### src/rtl/mem_copy_engine_pkg.sv
// Shared widths, length type and FSM state encoding for the memory block-copy engine.
// Consumed by mem_copy_engine (optional MEM_COPY_CHECKSUM_EN build) and its bus interface.
package mem_pkg;

  localparam int DEFAULT_ADDR_W = 8;
  localparam int DEFAULT_DATA_W = 8;
  localparam int DEFAULT_LEN_W  = 8;

  typedef logic [DEFAULT_LEN_W-1:0] len_t;

  typedef enum logic [2:0] {
    IDLE,
    READ,
    WRITE,
    DONE,
    ABORT
  } copy_state_t;

endpackage

### src/rtl/mem_copy_engine_if.sv
// Data-memory port shared by the copy engine (master) and the 8-bit data memory (slave).
// MemData is the memory's registered read data, valid the cycle after MemRead.
interface mem_copy_engine_if
  import mem_pkg::*;
#(
  parameter int ADDR_W = DEFAULT_ADDR_W,
  parameter int DATA_W = DEFAULT_DATA_W
);

  logic              MemRead;
  logic              MemWrite;
  logic [ADDR_W-1:0] Address;
  logic [DATA_W-1:0] Write_data;
  logic [DATA_W-1:0] MemData;

  modport master (
    output MemRead,
    output MemWrite,
    output Address,
    output Write_data,
    input  MemData
  );

  modport slave (
    input  MemRead,
    input  MemWrite,
    input  Address,
    input  Write_data,
    output MemData
  );

endinterface

### src/rtl/mem_copy_engine.sv
// Byte-at-a-time forward block copy over the data-memory port (read byte i, then write byte i).
// Define MEM_COPY_CHECKSUM_EN to add a running modulo-2^DATA_W sum of the bytes written.
module mem_copy_engine
  import mem_pkg::*;
#(
  parameter int ADDR_W = DEFAULT_ADDR_W,
  parameter int DATA_W = DEFAULT_DATA_W,
  parameter int LEN_W  = DEFAULT_LEN_W
) (
  input  logic              ph1,
  input  logic              reset,
  input  logic              start,
  input  logic              abort,
  input  logic [ADDR_W-1:0] src_addr,
  input  logic [ADDR_W-1:0] dst_addr,
  input  logic [LEN_W-1:0]  length,
  mem_copy_engine_if.master mem,
  output logic              busy,
  output logic              done,
  output logic              aborted
`ifdef MEM_COPY_CHECKSUM_EN
  ,
  output logic [DATA_W-1:0] checksum
`endif
);

  copy_state_t       state;
  logic [ADDR_W-1:0] src_ptr;
  logic [ADDR_W-1:0] dst_ptr;
  logic [LEN_W-1:0]  count;
  logic [ADDR_W-1:0] address;
  logic              mem_read;
  logic              mem_write;
  logic              accept;

  // abort outranks start, so a simultaneous abort keeps the engine idle
  assign accept = (state == IDLE) && start && !abort;

  // Strobes/address are registered alongside the state they belong to, so they
  // stay pure state decodes and drop immediately with the asynchronous reset.
  always_ff @(posedge ph1 or posedge reset) begin
    if (reset) begin
      state     <= IDLE;
      src_ptr   <= '0;
      dst_ptr   <= '0;
      count     <= '0;
      address   <= '0;
      mem_read  <= 1'b0;
      mem_write <= 1'b0;
      busy      <= 1'b0;
      done      <= 1'b0;
      aborted   <= 1'b0;
    end else begin
      address   <= '0;
      mem_read  <= 1'b0;
      mem_write <= 1'b0;
      busy      <= 1'b0;
      done      <= 1'b0;
      aborted   <= 1'b0;
      case (state)
        IDLE: begin
          if (accept) begin
            if (length != '0) begin
              src_ptr  <= src_addr;
              dst_ptr  <= dst_addr;
              count    <= length;
              state    <= READ;
              mem_read <= 1'b1;
              address  <= src_addr;
              busy     <= 1'b1;
            end else begin
              state <= DONE;
              done  <= 1'b1;
            end
          end
        end
        READ: begin
          if (abort) begin
            state   <= ABORT;
            aborted <= 1'b1;
          end else begin
            state     <= WRITE;
            mem_write <= 1'b1;
            address   <= dst_ptr;
            busy      <= 1'b1;
          end
        end
        WRITE: begin
          src_ptr <= src_ptr + ADDR_W'(1);
          dst_ptr <= dst_ptr + ADDR_W'(1);
          count   <= count - LEN_W'(1);
          if (abort) begin
            state   <= ABORT;
            aborted <= 1'b1;
          end else if (count == LEN_W'(1)) begin
            state <= DONE;
            done  <= 1'b1;
          end else begin
            state    <= READ;
            mem_read <= 1'b1;
            address  <= src_ptr + ADDR_W'(1);
            busy     <= 1'b1;
          end
        end
        DONE:    state <= IDLE;
        ABORT:   state <= IDLE;
        default: state <= IDLE;
      endcase
    end
  end

  assign mem.MemRead    = mem_read;
  assign mem.MemWrite   = mem_write;
  assign mem.Address    = address;
  assign mem.Write_data = (state == WRITE) ? mem.MemData : '0;

`ifdef MEM_COPY_CHECKSUM_EN
  always_ff @(posedge ph1 or posedge reset) begin
    if (reset) begin
      checksum <= '0;
    end else if (accept) begin
      checksum <= '0;
    end else if (state == WRITE) begin
      checksum <= checksum + mem.Write_data;
    end
  end
`endif

endmodule

### src/flat_wrapper.sv
// flat-port wrapper written by rule: the top's interface ports become plain ports
module mem_copy_engine_flat import mem_pkg::*;
#(
  parameter int ADDR_W = DEFAULT_ADDR_W,
  parameter int DATA_W = DEFAULT_DATA_W,
  parameter int LEN_W  = DEFAULT_LEN_W
)
  (ph1, reset, start, abort, src_addr, dst_addr, length, busy, done, aborted, mem_MemRead, mem_MemWrite, mem_Address, mem_Write_data, mem_MemData);
  mem_copy_engine_if #(.ADDR_W(ADDR_W), .DATA_W(DATA_W)) mem_i ();
  input  logic ph1;
  input  logic reset;
  input  logic start;
  input  logic abort;
  input  logic [ADDR_W-1:0] src_addr;
  input  logic [ADDR_W-1:0] dst_addr;
  input  logic [LEN_W-1:0] length;
  output logic busy;
  output logic done;
  output logic aborted;
  output wire logic [$bits(mem_i.MemRead)-1:0] mem_MemRead;
  output wire logic [$bits(mem_i.MemWrite)-1:0] mem_MemWrite;
  output wire logic [$bits(mem_i.Address)-1:0] mem_Address;
  output wire logic [$bits(mem_i.Write_data)-1:0] mem_Write_data;
  input wire logic [$bits(mem_i.MemData)-1:0] mem_MemData;
  assign mem_MemRead = mem_i.MemRead;
  assign mem_MemWrite = mem_i.MemWrite;
  assign mem_Address = mem_i.Address;
  assign mem_Write_data = mem_i.Write_data;
  assign mem_i.MemData = mem_MemData;
  mem_copy_engine #(.ADDR_W(ADDR_W), .DATA_W(DATA_W), .LEN_W(LEN_W)) u_core (.ph1(ph1), .reset(reset), .start(start), .abort(abort), .src_addr(src_addr), .dst_addr(dst_addr), .length(length), .mem(mem_i), .busy(busy), .done(done), .aborted(aborted));
endmodule
### config.mk
export PLATFORM = sky130hd
export DESIGN_NAME = mem_copy_engine_flat
export DESIGN_NICKNAME = d
export VERILOG_FILES = /design/src/rtl/mem_copy_engine_pkg.sv /design/src/rtl/mem_copy_engine_if.sv /design/src/rtl/mem_copy_engine.sv /design/src/flat_wrapper.sv
export SDC_FILE = /design/constraint.sdc
export NUM_CORES = 1
export LEC_CHECK = 0
export BUFFER_PORTS_ARGS = -buffer_cell sky130_fd_sc_hd__buf_2
export CAP_MARGIN = 0
export CORE_MARGIN = 2
export CORE_UTILIZATION = 45
export DETAILED_ROUTE_END_ITERATION = 12
export PLACE_DENSITY = 0.74
export SETUP_SLACK_MARGIN = 0.1
export SYNTH_ARGS = -nofsm -noshare
export SYNTH_HDL_FRONTEND = slang
export SYNTH_SLANG_ARGS = --single-unit
### constraint.sdc
create_clock -name ph1 -period 2.9 [get_ports ph1]
set_clock_uncertainty 0.05 [all_clocks]
set_input_delay 0.58 -clock ph1 [delete_from_list [all_inputs] [get_ports ph1]]
set_output_delay 0.58 -clock ph1 [all_outputs]
set_load 0.05 [all_outputs]
-- Word-level counts from Yosys, hierarchy flattened
Cells that the tools add are included.
- flip-flop bits (word level): 40
- latch bits: 0
- memory bits (writable): 0
- bits in read-only memories: 0
- output and inout port bits: 21
- logic and storage cells: 63
- memories: 0
- $add $sub $neg: 3
- multipliers: 0
- div/mod/pow operators: 0
- order comparisons: 0
- equality and inequality tests: 5
- shift-type cells: 0
- mux-type cells: 37
- bitwise gates (word level): 0
- reductions and logical operators: 8
- operators with widths (cell ; count):
    8-bit two-way mux ; 12
    8-bit case mux with 2 select lines ; 3
    8-bit case mux with 3 select lines ; 1
    8-bit by 1-bit adder with 8-bit output, second input constant ; 2
    1-bit two-way mux ; 12
    3-bit two-way mux ; 3
    3-bit case mux with 3 select lines ; 1
    8-bit by 1-bit == test with 1-bit output, second input constant ; 1
    8-bit nonzero test ; 1
    8-bit by 1-bit subtractor with 8-bit output, second input constant ; 1
    2-bit two-way mux ; 2
    1-bit case mux with 2 select lines ; 2
    3-bit by 1-bit == test with 1-bit output, second input constant ; 1
    3-bit by 2-bit == test with 1-bit output, second input constant ; 1
    3-bit logical NOT ; 1
    1-bit case mux with 3 select lines ; 1
    3-bit AND reduction ; 1
    1-bit logical AND ; 2
    2-bit by 1-bit != test with 1-bit output, second input constant ; 1
    2-bit != test, second input constant ; 1
    2-bit nonzero test ; 1
    2-bit OR reduction ; 1
    1-bit logical NOT ; 1

-- Depth between registers and ports, before layout
- word-level depth: 5
- mapped depth: 6

-- Least setup slack after synthesis
No wires, ideal clock.
- kind: reg-to-output
- from: register u_core.state[0]
- to: output port mem_Write_data[0]
- arrival time: 1.692 ns
- data required time: 2.270 ns
- path slack: 0.578 ns
- stages on the path, launching flop included: 5
- path buffers: 2
- cell sequence: dfrtp_1 -> buf_4 -> nor3b_1 -> clkbuf_1 -> and2_1
- longest elaborated chain between the ends: 2
- ends and longest elaborated chain (item ; line ; RTL):
    start, declared ; mem_copy_engine.sv:27 ; copy_state_t state;
    start signal, assigned ; mem_copy_engine.sv:43 ; state <= IDLE;
    start signal, assigned ; mem_copy_engine.sv:67 ; state <= READ;
    start signal, assigned ; mem_copy_engine.sv:72 ; state <= DONE;
    3-bit by 2-bit == test with 1-bit output ; mem_copy_engine.sv:115 ; assign mem.Write_data = (state == WRITE) ? mem.MemData : '0;
    8-bit two-way mux ; mem_copy_engine.sv:115 ;
    end, declared ; flat_wrapper.sv:23 ; output wire logic [$bits(mem_i.Write_data)-1:0] mem_Write_data;
No other way between the ends.

-- Worst setup path in the final report
- from: register u_core.state[2]
- to: output port mem_Write_data[0]
Same word-level chain as after synthesis.

==> qor.yml <==
run_status: "complete, no violations"
switching_power_w: 0.000725
yosysTopAreaCellShare_pct: 40.1
setup_viol: 0
overflow: 0
nets: 368
clock_path_buffers: 2
pwr-share-seq_pct: 43.9
synthDistinctLibCells: 52
drtIter0Drc: 156
synth_area_leaders: "dfrtp_1 40%, o22ai_1 3.8%, nand2_1 3.6%, a21oi_1 3.0%, and2_1 3.0%"
antenna_cells: 0
final.min_clock_period_ns: 2.33
wl_per_cell_um: 15.8
ir_drop_mv: 0.379
n_fill_cell: 504
worstPathCellList: "nor3b_1 -> buf_4 -> and2_1 -> buf_2"
tns_ns: 0
core_um2: 5440
gp_congestion: 0.878
dp_cells: 393
required_ns: 2.27
die_area_um2: 6160
synth_cells: 278
die-height_um: 78.5
area_delta_synth_final_pct: 18.4
cp.arrival_ns: 1.70
cp-start-kind: "flip-flop"
gr-usage-all-layers_pct: 22.7
syn_nets: 318
htreeDepth: 2
vias: 2416
dp_hpwl_um: 4310
cts_resized: 0
worstSkewPairLatency_ns: 0.30
fin_crit_sh_pct: 80.4
remaining_drc_errors: 0
final_cells: 401
grt_max_degree: 41
p_sw_share_pct: 36.4
routed_via_density: 6.02
cts.sinks: 40
crit_path_end_kind: "output port"
clk_pin_slew_ns: 0.08
fp.dieW_um: 78.5
ys_warn_count: 0
cts_tree: "built"
final.setup.worst_slack_ns: 0.569
antenna_found_initial: 0
grt_pass1_vias: 2364
cts_hold_buffers: 0
pwr_density_cell_nw_per_um2: 673
rows: 27
synth_edf_count: 0
cts_buffers: 5
drtAntennaViolNets: 0
hold_viol_final: 0
pre_cts_ws_ns: 0.548
postCtsSetupBuffers: 0
p_int_w: 0.00127
path_class: "reg -> out"
rsz0062_at_grt: "no"
io_pins: 57
port_buffers: 56
firstDrtPassIters: 4
synthFlopType: "dfrtp_1"
root_buffer: "clkbuf_8"
worst_slew_pin_slew_ns: 0.715
worstPathMaxFanout: 15
ys_seq_elements: 40
min_path_type: "in -> async"
slew_viol_final: 0
drt_wl_total_um: 6360
synth_area_leader_cell: "dfrtp_1"
max_stage_delay_ns: 0.54
cp_slowest_cell: "dfrtp_1"
synth-seq-area-share_pct: 40.1
clkPwrFrac_pct: 25.7
leakagePower_nw: 1.34
ys_async_sr_fraction_pct: 100
grt_pass1_wl_um: 11200
drv_cap: 0
avgSynthCellArea_um2: 8.99
fmax_ghz: 0.429
drive_gt1_share_pct: 26.7
whs_ns: 0.341
max_slew_margin_pct: 51.9
syn-cell-area_um2: 2500
p_comb_share_pct: 30.4
initial_core_util_pct: 45.9
-- registers in the layout (all words and copies together) (netlist names) --
name / count
u_core.state: 3
u_core.count: 8
u_core.mem.Address: 8
u_core.mem.MemWrite: 1
u_core.mem.MemRead: 1
u_core.dst_ptr: 8
u_core.aborted: 1
u_core.done: 1
u_core.busy: 1
u_core.src_ptr: 8
-- stage by stage --
step	instance area, um2	power (W)	util, %
floorplan	2500	0.00133	-
global placement	2830	0.00145	52.1
detailed placement	2830	0.00148	52.1
CTS	2960	0.00199	54.4
global route	2960	0.00213	54.4
finish	2960	0.00199	54.4
-- power by group through the flow --
stage | combinational (W) | sequential [W] | clock, W
floorplan | 0.000492 | 0.000834 | 0
global placement | 0.000583 | 0.000868 | 0
detailed placement | 0.000602 | 0.000875 | 0
CTS | 0.000606 | 0.000865 | 0.000516
global route | 0.000687 | 0.000899 | 0.000540
finish | 0.000606 | 0.000873 | 0.000512
-- cells in the mapped netlist, drive strengths merged (3+ instances only) --
cell type,n
dfrtp,40
nand2,24
nor2,19
o22ai,16
a21oi,15
clkbuf,14
nor3,14
o21ai,13
and2,12
buf,8
inv,8
and3,7
nand3,6
o211ai,6
o221a,6
a221oi,5
and4,5
xnor2,5
a22oi,4
ha,4
nor3b,4
nor4,4
o22a,4
a211oi,3
mux2i,3
nand4,3
o311ai,3
or3b,3
-- layer usage --
layer / wire length [um] / GRT usage (%)
met1: 2790 / 30.2
met2: 2960 / 35.7
met3: 508 / 5.63
met4: 94 / 8.25
met5: 0 / 0
-- final cells by class --
class / instances / area [um2] / area share [%]
clock buffer: 7 / 96.3 / 3.26
clock inverter: 1 / 30.0 / 1.01
inverter: 9 / 33.8 / 1.14
multi-input combinational: 207 / 1360 / 46.0
sequential: 40 / 1000 / 33.8
tap: 72 / 90.1 / 3.04
timing repair buffer: 65 / 348 / 11.8
-- worst max-delay path: cells and delay by family, from the launching register on --
kind	cells	cell delay (ns)
flops	1	0.54
simple gates	2	0.38
buf+inv	2	0.48
-- final timing paths --
| check | from | end | slack [ns] | cells past startpoint |
|---|---|---|---|---|
| setup reg to reg | u_core.state[1]$_DFFE_PP0N_ | u_core.dst_ptr[7]$_DFFE_PP0P_ | 0.84 | 6 |
| hold reg to reg | u_core.dst_ptr[7]$_DFFE_PP0P_ | u_core.dst_ptr[7]$_DFFE_PP0P_ | 0.45 | 1 |
| max in group asynchronous | reset | u_core.count[6]$_DFFE_PP0P_ | 2.09 | 3 |
| setup / recovery | u_core.state[2]$_DFFE_PP0N_ | mem_Write_data[0] | 0.57 | 4 |
| min in group ph1 | u_core.dst_ptr[7]$_DFFE_PP0P_ | u_core.dst_ptr[7]$_DFFE_PP0P_ | 0.45 | 1 |
| hold / removal | reset | u_core.mem.Address[4]$_DFF_PP0_ | 0.34 | 3 |
-- cell usage in the layout, fill, tap and decap left out, drive strengths merged, types with 4 or more instances in the layout --
cell type / synthesis / final
dfrtp: 40 / 40
nor4: 4 / 4
clkbuf: 14 / 7
a21oi: 15 / 15
o22a: 4 / 4
nor3: 14 / 14
o211ai: 6 / 6
inv: 8 / 8
ha: 4 / 4
buf: 8 / 65
o221a: 6 / 6
and4: 5 / 5
nor2: 19 / 19
nand3: 6 / 6
and3: 7 / 7
nor3b: 4 / 4
xnor2: 5 / 5
o21ai: 13 / 13
a22oi: 4 / 4
a221oi: 5 / 5
o22ai: 16 / 16
and2: 12 / 12
nand2: 24 / 24
-- cell families after synthesis --
logic type | count (synthesis) | share of synthesized area, %
AND/OR/NAND/NOR | 111 | 24.7
XOR/XNOR | 7 | 2.45
flip-flops | 40 | 40.1
multiplexers | 4 | 1.65
AO/OA/AOI/OAI | 81 | 23.3
buffers and inverters | 31 | 5.76
adder cells (fa/ha/maj) | 4 | 2.00
Note: power is estimated with default switching activity, not from simulation.
